--- src/rtl/counter_bank_pkg.sv ---
// Shared types, limits and step arithmetic for the counter_bank block.
package counter_bank_pkg;

  localparam logic DIR_UP   = 1'b0;
  localparam logic DIR_DOWN = 1'b1;

  localparam int unsigned MAX_CHANNELS = 16;
  localparam int unsigned MAX_WIDTH    = 64;

  typedef struct packed {
    logic                 wrap;
    logic [MAX_WIDTH-1:0] value;
  } step_t;

  // One step of a width-bit counter carried in a MAX_WIDTH container.
  // wrap is the carry/borrow out of the active width.
  function automatic step_t step_fn(input logic [MAX_WIDTH-1:0] value,
                                    input int unsigned          width,
                                    input logic                 dir,
                                    input logic                 saturate);
    logic [MAX_WIDTH-1:0] mask;
    logic                 at_bound;
    step_t                res;
    mask     = (width >= MAX_WIDTH) ? '1
                                    : ((MAX_WIDTH'(1) << width) - MAX_WIDTH'(1));
    at_bound = (dir == DIR_UP) ? ((value & mask) == mask)
                               : ((value & mask) == '0);
    res.wrap = at_bound;
    if (at_bound && saturate) begin
      res.value = value & mask;
    end else if (dir == DIR_UP) begin
      res.value = (value + MAX_WIDTH'(1)) & mask;
    end else begin
      res.value = (value - MAX_WIDTH'(1)) & mask;
    end
    return res;
  endfunction

endpackage

--- src/rtl/counter_bank_channel.sv ---
// One up/down counter with load > enable > hold priority.
// COUNTER_BANK_SATURATE_EN selects saturating instead of modulo stepping.
module counter_channel
  import counter_bank_pkg::*;
#(
  parameter int unsigned WIDTH = 32
) (
  input  logic             clock,
  input  logic             rst_n,
  input  logic             en,
  input  logic             dir,
  input  logic             load,
  input  logic [WIDTH-1:0] load_value,
  output logic [WIDTH-1:0] count,
  output logic             wrap,
  output logic             wrap_c
);

`ifdef COUNTER_BANK_SATURATE_EN
  localparam logic SATURATE = 1'b1;
`else
  localparam logic SATURATE = 1'b0;
`endif

  step_t            step;
  logic [WIDTH-1:0] count_d;

  assign step = step_fn(MAX_WIDTH'(count), WIDTH, dir, SATURATE);

  // Next-state selection; wrap_c feeds the bank-level any_wrap register.
  always_comb begin
    count_d = count;
    wrap_c  = 1'b0;
    if (load) begin
      count_d = load_value;
    end else if (en) begin
      count_d = WIDTH'(step.value);
      wrap_c  = step.wrap;
    end
  end

  always_ff @(posedge clock or negedge rst_n) begin
    if (!rst_n) begin
      count <= '0;
      wrap  <= 1'b0;
    end else begin
      count <= count_d;
      wrap  <= wrap_c;
    end
  end

endmodule

--- src/rtl/counter_bank.sv ---
// Bank of CHANNELS independent up/down counters with a shared any_wrap flag.
// Build option: COUNTER_BANK_SATURATE_EN (saturate at bounds instead of wrapping).
module counter_bank
  import counter_bank_pkg::*;
#(
  parameter int unsigned WIDTH    = 32,
  parameter int unsigned CHANNELS = 4
) (
  input  logic                      clock,
  input  logic                      rst_n,
  input  logic [CHANNELS-1:0]       en,
  input  logic [CHANNELS-1:0]       dir,
  input  logic [CHANNELS-1:0]       load,
  input  logic [CHANNELS*WIDTH-1:0] load_value,
  output logic [CHANNELS*WIDTH-1:0] count,
  output logic [CHANNELS-1:0]       wrap,
  output logic                      any_wrap
);

  if (WIDTH < 2 || WIDTH > MAX_WIDTH) begin : g_bad_width
    $error("counter_bank: WIDTH %0d outside 2..%0d", WIDTH, MAX_WIDTH);
  end
  if (CHANNELS < 1 || CHANNELS > MAX_CHANNELS) begin : g_bad_channels
    $error("counter_bank: CHANNELS %0d outside 1..%0d", CHANNELS, MAX_CHANNELS);
  end

  logic [CHANNELS-1:0] wrap_c;

  for (genvar i = 0; i < CHANNELS; i++) begin : g_ch
    counter_channel #(.WIDTH(WIDTH)) u_channel (
      .clock      (clock),
      .rst_n      (rst_n),
      .en         (en[i]),
      .dir        (dir[i]),
      .load       (load[i]),
      .load_value (load_value[i*WIDTH +: WIDTH]),
      .count      (count[i*WIDTH +: WIDTH]),
      .wrap       (wrap[i]),
      .wrap_c     (wrap_c[i])
    );
  end

  // Built from next-state wrap bits so it lines up with the per-channel pulses.
  always_ff @(posedge clock or negedge rst_n) begin
    if (!rst_n) begin
      any_wrap <= 1'b0;
    end else begin
      any_wrap <= |wrap_c;
    end
  end

endmodule
--- config.mk ---
export PLATFORM = sky130hd
export DESIGN_NAME = counter_bank
export DESIGN_NICKNAME = d
export VERILOG_FILES = /design/src/rtl/counter_bank_pkg.sv /design/src/rtl/counter_bank_channel.sv /design/src/rtl/counter_bank.sv
export SDC_FILE = /design/constraint.sdc
export NUM_CORES = 1
export LEC_CHECK = 0
export CORE_MARGIN = 4
export CORE_UTILIZATION = 25
export DETAILED_ROUTE_END_ITERATION = 16
export GPL_TIMING_DRIVEN = 1
export PLACE_DENSITY_LB_ADDON = 0.1
export SYNTH_ARGS = -nofsm -noshare
export SYNTH_HDL_FRONTEND = slang
export SYNTH_SLANG_ARGS = --single-unit
--- constraint.sdc ---
create_clock -name clock -period 2.91 [get_ports clock]
set_input_delay 0.291 -clock clock [delete_from_list [all_inputs] [get_ports clock]]
set_output_delay 0.291 -clock clock [all_outputs]
set_load 0.01 [all_outputs]
## Word level (Yosys, flattened, before mapping)

Index checks and enable logic that the tools add are counted.

- Logic and storage cells: 54
- Bits in latches: 0
- Memories: 0
- Register bits after elaboration: 133
- Memory bits (read-only): 0
- Input bits: 142
- Output and inout bits: 133
- RAM bits: 0

- Equal/unequal tests: 4
- Bitwise gates (word level): 0
- Order comparisons: 0
- Div/mod/pow operators: 0
- Multiplexer cells: 24
- Reductions and logical operators: 9
- $mul: 0
- Shifts and indexed selects: 0
- Add/sub/neg operators: 8

Operator list:

| cell | count |
|---|---|
| $mux 32 | 12 |
| $logic_not 64->1 | 4 |
| $add 32x1->32 const B | 4 |
| $eq 32x32->1 const B | 4 |
| $sub 32x1->32 const B | 4 |
| $mux 1 | 12 |
| $reduce_bool 2->1 | 4 |
| $reduce_or 4->1 | 1 |

## Logic depth before layout (Yosys ltp)

- Depth in word-level cells: 5
- Depth in mapped cells: 13
- Mapped depth without buffers: 12

## Modules after synthesis

Synthesis repeated with hierarchy kept, for this count alone.

- Cell total of the unflattened synthesis: 1484
- Area total of the unflattened synthesis: 12675.9 um2

Modules (own cells, without submodules):

| module | area an instance (um2) | instances | cells an instance | sequential area each (um2) |
|---|---|---|---|---|
| counter_channel (g_ch[2].u_channel ...) | 3121.7 | 2 | 357 | 825.8 |
| counter_channel (g_ch[0].u_channel) | 3328.2 | 1 | 415 | 825.8 |
| counter_channel (g_ch[1].u_channel) | 3071.7 | 1 | 353 | 825.8 |
| counter_bank | 32.5 | 1 | 2 | 25.0 |

## Worst setup path before layout

No wires, ideal clock.

- Kind: register to register
- Start point: register g_ch[2].u_channel.count[14]
- End point: register g_ch[2].u_channel.count[31]
- Required time: 2.785 ns
- Buffers on the path: 0
- Arrival time: 2.802 ns
- Library setup time: 0.125 ns
- Path slack: -0.017 ns
- Clock period less this slack: 2.927 ns
- Stages on the path, launching flop included: 13
- Path through: dfrtp_1 -> ha_1 -> a21o_1 -> a21o_1 -> a21o_1 -> a32oi_1 -> o311ai_4 -> a41oi_4 -> a211oi_1 -> or3_1 -> nand3_2 -> xnor2_1 -> mux2_2

- Cells in the longest elaborated chain, start to end: 4
- Elaborated cells on any way between the ends: 5
- Classes of those cells: 2 x add/sub; 3 x mux

Ends and longest elaborated chain:

| what | RTL line | text |
|---|---|---|
| start, declared | counter_bank_channel.sv:14 | `output logic [WIDTH-1:0] count,` |
| start signal, assigned | counter_bank_channel.sv:47 | `count <= count_d;` |
| $add 32x1->32 / $sub 32x1->32 (equally long branches) | counter_bank_pkg.sv:32, counter_bank_pkg.sv:34 |  |
| $mux 32 * | counter_bank_pkg.sv:31 | `end else if (dir == DIR_UP) begin` |
| $mux 32 * | counter_bank_channel.sv:36 | `end else if (en) begin` |
| $mux 32 * | counter_bank_channel.sv:34 | `if (load) begin` |

Every way passes the cells marked *; elsewhere a longest branch is shown, timed or not. The select of a mux whose other input is x is not followed.
A chain may end at the register's enable or synchronous reset.

## Final worst setup path

- Start point: register g_ch[2].u_channel.count[0]
- End point: register g_ch[2].u_channel.count[26]

The elaborated chain is that of the path after synthesis.

==> results.json <==
{
  "max_stage_delay_ps": 410,
  "design_area_um2": 19700,
  "hold_violations": 0,
  "cpMostUsedCell": "o21ai_1",
  "crit_path_max_fanout": 2,
  "grt_pass1_wl_mm": 74.9,
  "r2r_start": "g_ch[2].u_channel.count[0]",
  "diodes": 0,
  "clockBufferDepth": 2,
  "synth-edff-count": 0,
  "crit_chain": "fa_2, a21oi_2, nor2_1, o211ai_1, a311oi_2, a2111oi_2, buf_4, nor3_4, o21ai_1, nand2b_1, xor2_1, mux2i_1, o21ai_1",
  "syn_to_final_growth_pct": 59.2,
  "grtUsageTotal": 0.176,
  "wirelength_mm": 47.5,
  "min_path_cells": 3,
  "synth_area_leaders": "dfrtp_1, ha_1, mux2i_1, nand2_1, o21ai_0",
  "ir_worst_vdd_uv": 379,
  "place_area_um2": 18500,
  "cts_buffers": 17,
  "crit_arrival_ps": 3160,
  "slew_viol_final": 0,
  "grt_start_max_net_pins": 64,
  "hpwl_mm": 36.9,
  "relSlewSlack": 0.506,
  "chipHeight_um": 231,
  "r2r_slack_ps": 100,
  "drive_gt1_frac": 0.245,
  "vias_per_cell": 4.85,
  "core_um2": 49000,
  "seq_area_frac_synth": 0.268,
  "clkSinkCount": 133,
  "slowest_stage": "dfrtp_1",
  "drcViolationCount": 0,
  "pin_count": 275,
  "die_w_um": 231,
  "worst_pin_slew_ps": 741,
  "period_share": 0.966,
  "htreeDepth": 4,
  "num_vias": 13500,
  "ys_async_sr_fraction": 1.00,
  "ys_types": 71,
  "worstRegToRegCells": 13,
  "antenna_found_initial": 3,
  "end_kind": "flop",
  "syn-mean-instance-area_um2": 8.37,
  "ant_nets": 0,
  "p_leak_nw": 9.07,
  "yosys_most_used_dff": "dfrtp_1",
  "cp.required_ps": 3260,
  "synth_common_cells": "nand2_1, dfrtp_1, o21ai_0",
  "worstHoldStart": "en[0]",
  "fmax_mhz": 356,
  "min_to": "g_ch[0].u_channel.count[26]",
  "syn_nets": 1747,
  "status": "finished, final reports clean",
  "fin_hold_ws_ps": 150,
  "start_util": 0.253,
  "drt_pass1_iterations": 5,
  "setup_viol": 0,
  "critPathKind": "flop to flop",
  "synth_area_leader_cell": "dfrtp_1",
  "clockRootBuffer": "clkbuf_16",
  "min_path_type": "input port to flop",
  "syn-cell-area_um2": 12400,
  "r2r-end": "g_ch[2].u_channel.count[26]",
  "cap_violations": 0,
  "yosysWarningCount": 0,
  "synth.most_common_cell": "nand2_1",
  "final_nets": 2364,
  "cp-start-kind": "flop",
  "netlist.area_leader.share": 0.268,
  "first_global_vias": 13800,
  "insertion_delay_ps": 490,
  "p_per_area_nw_per_um2": 604,
  "path_clk_slew_ps": 70,
  "setup_ws_ps": 98.4,
  "first_iter_violations": 667,
  "cts_tree": "built",
  "clock_skew_ps": 10.2,
  "synthCells": 1481,
  "dp_slack_ps": -665,
  "fp-row-count": 81,
  "ys_seq_elements": 133,
  "gp_congestion": 0.870,
  "layout_min_cycle_time_ps": 2810,
  "portBuffers": 274,
  "avgRoutedWirePerCell_um": 17.1,
  "grt_overflow": 0,
  "rsz0062_at_grt": "yes",
  "dieArea_um2": 53200
}
-- how the worst max path moves through the flow --
| stage | from | endpoint | slack (ps) |
|---|---|---|---|
| final | g_ch[2].u_channel.count[0] | g_ch[2].u_channel.count[26] | 100 |
| after detailed placement | dir[3] | g_ch[3].u_channel.count[31] | -660 |
| after global routing | g_ch[2].u_channel.count[0] | g_ch[2].u_channel.count[22] | -100 |
| after floorplan | g_ch[3].u_channel.count[7] | g_ch[3].u_channel.count[31] | 10 |
| after global placement | dir[2] | g_ch[2].u_channel.count[28] | -620 |
| after CTS | g_ch[1].u_channel.count[6] | g_ch[1].u_channel.count[21] | 2 |
-- layout make-up --
| type | instances | area, um2 |
|---|---|---|
| fill | 5059 | 29200 |
| multi-input combinational | 1265 | 9260 |
| timing repair buffer | 652 | 5660 |
| sequential | 133 | 3330 |
| tap | 664 | 831 |
| clock buffer | 23 | 478 |
| inverter | 29 | 109 |
| clock inverter | 9 | 77.6 |
-- layer usage --
layer,wire (um),global-route usage
met5,15,0
met4,789,0.0545
met3,1820,0.0344
met2,22700,0.295
met1,22100,0.230
-- critical path, delay by kind of cell (launching register included) --
kind	cells	cell delay, ps
AO/OA/AOI/OAI	6	1170
XOR/XNOR	1	150
adder cells (fa/ha/maj)	1	390
buffers and inverters	1	180
flip-flops	1	410
multiplexers	1	170
AND/OR/NAND/NOR	3	200
-- kinds of logic (layout without fill, tap and decap cells) --
group,after synthesis,count (layout),share of synthesized area
AOI/OAI and AO/OA,482,482,0.244
and+or+nand+nor,462,462,0.186
DFF,133,133,0.268
adders and majority gates,124,124,0.128
xor gates and xnor gates,115,115,0.0812
buffers and inverters,83,713,0.0266
muxes,82,82,0.0663
-- per-stage QoR --
stage	utilization	setup TNS (ps)	instances	power (mW)
after floorplan	-	0	1481	6.06
after global placement	0.379	-25670	2728	9.41
after detailed placement	0.379	-26670	2728	9.44
after CTS	0.393	0	2763	11.8
after global routing	0.403	-708	2775	12.9
final	0.403	0	2775	11.9
-- placed cells by master (no fill, tap or decap), types with 35 or more instances in the layout --
| cell | instances |
|---|---|
| ha_1 | 108 |
| a21o_1 | 81 |
| xor2_1 | 42 |
| nor4_1 | 35 |
| dfrtp_1 | 133 |
| o21ai_0 | 122 |
| nand2_1 | 181 |
| a21oi_1 | 104 |
| clkdlybuf4s50_1 | 262 |
| nand4_1 | 45 |
| mux2i_1 | 80 |
| nor2_1 | 52 |
| buf_4 | 367 |
| xnor2_1 | 72 |
-- registers in the layout, summed over array words and instances, names as in the netlist --
signal and cells:
g_ch.u_channel.wrap 4, any_wrap 1, g_ch.u_channel.count 128
-- report_power, final --
group	total, mW	switching, mW	internal (mW)
sequential	2.60	0.417	2.18
combinational	7.14	3.31	3.83
clock	2.19	0.955	1.23
-- repair_timing --
| action | CTS | global route |
|---|---|---|
| setup buffers | 2 | 11 |
| pin swaps | 16 | 62 |
| cloned | 0 | 1 |
| setup endpoints to repair | 18 | 41 |
| gates resized for setup | 23 | 76 |
| hold endpoints to repair | 61 | 0 |
| hold buffers | 1 | 0 |
Note: power is estimated with default switching activity, not from simulation.
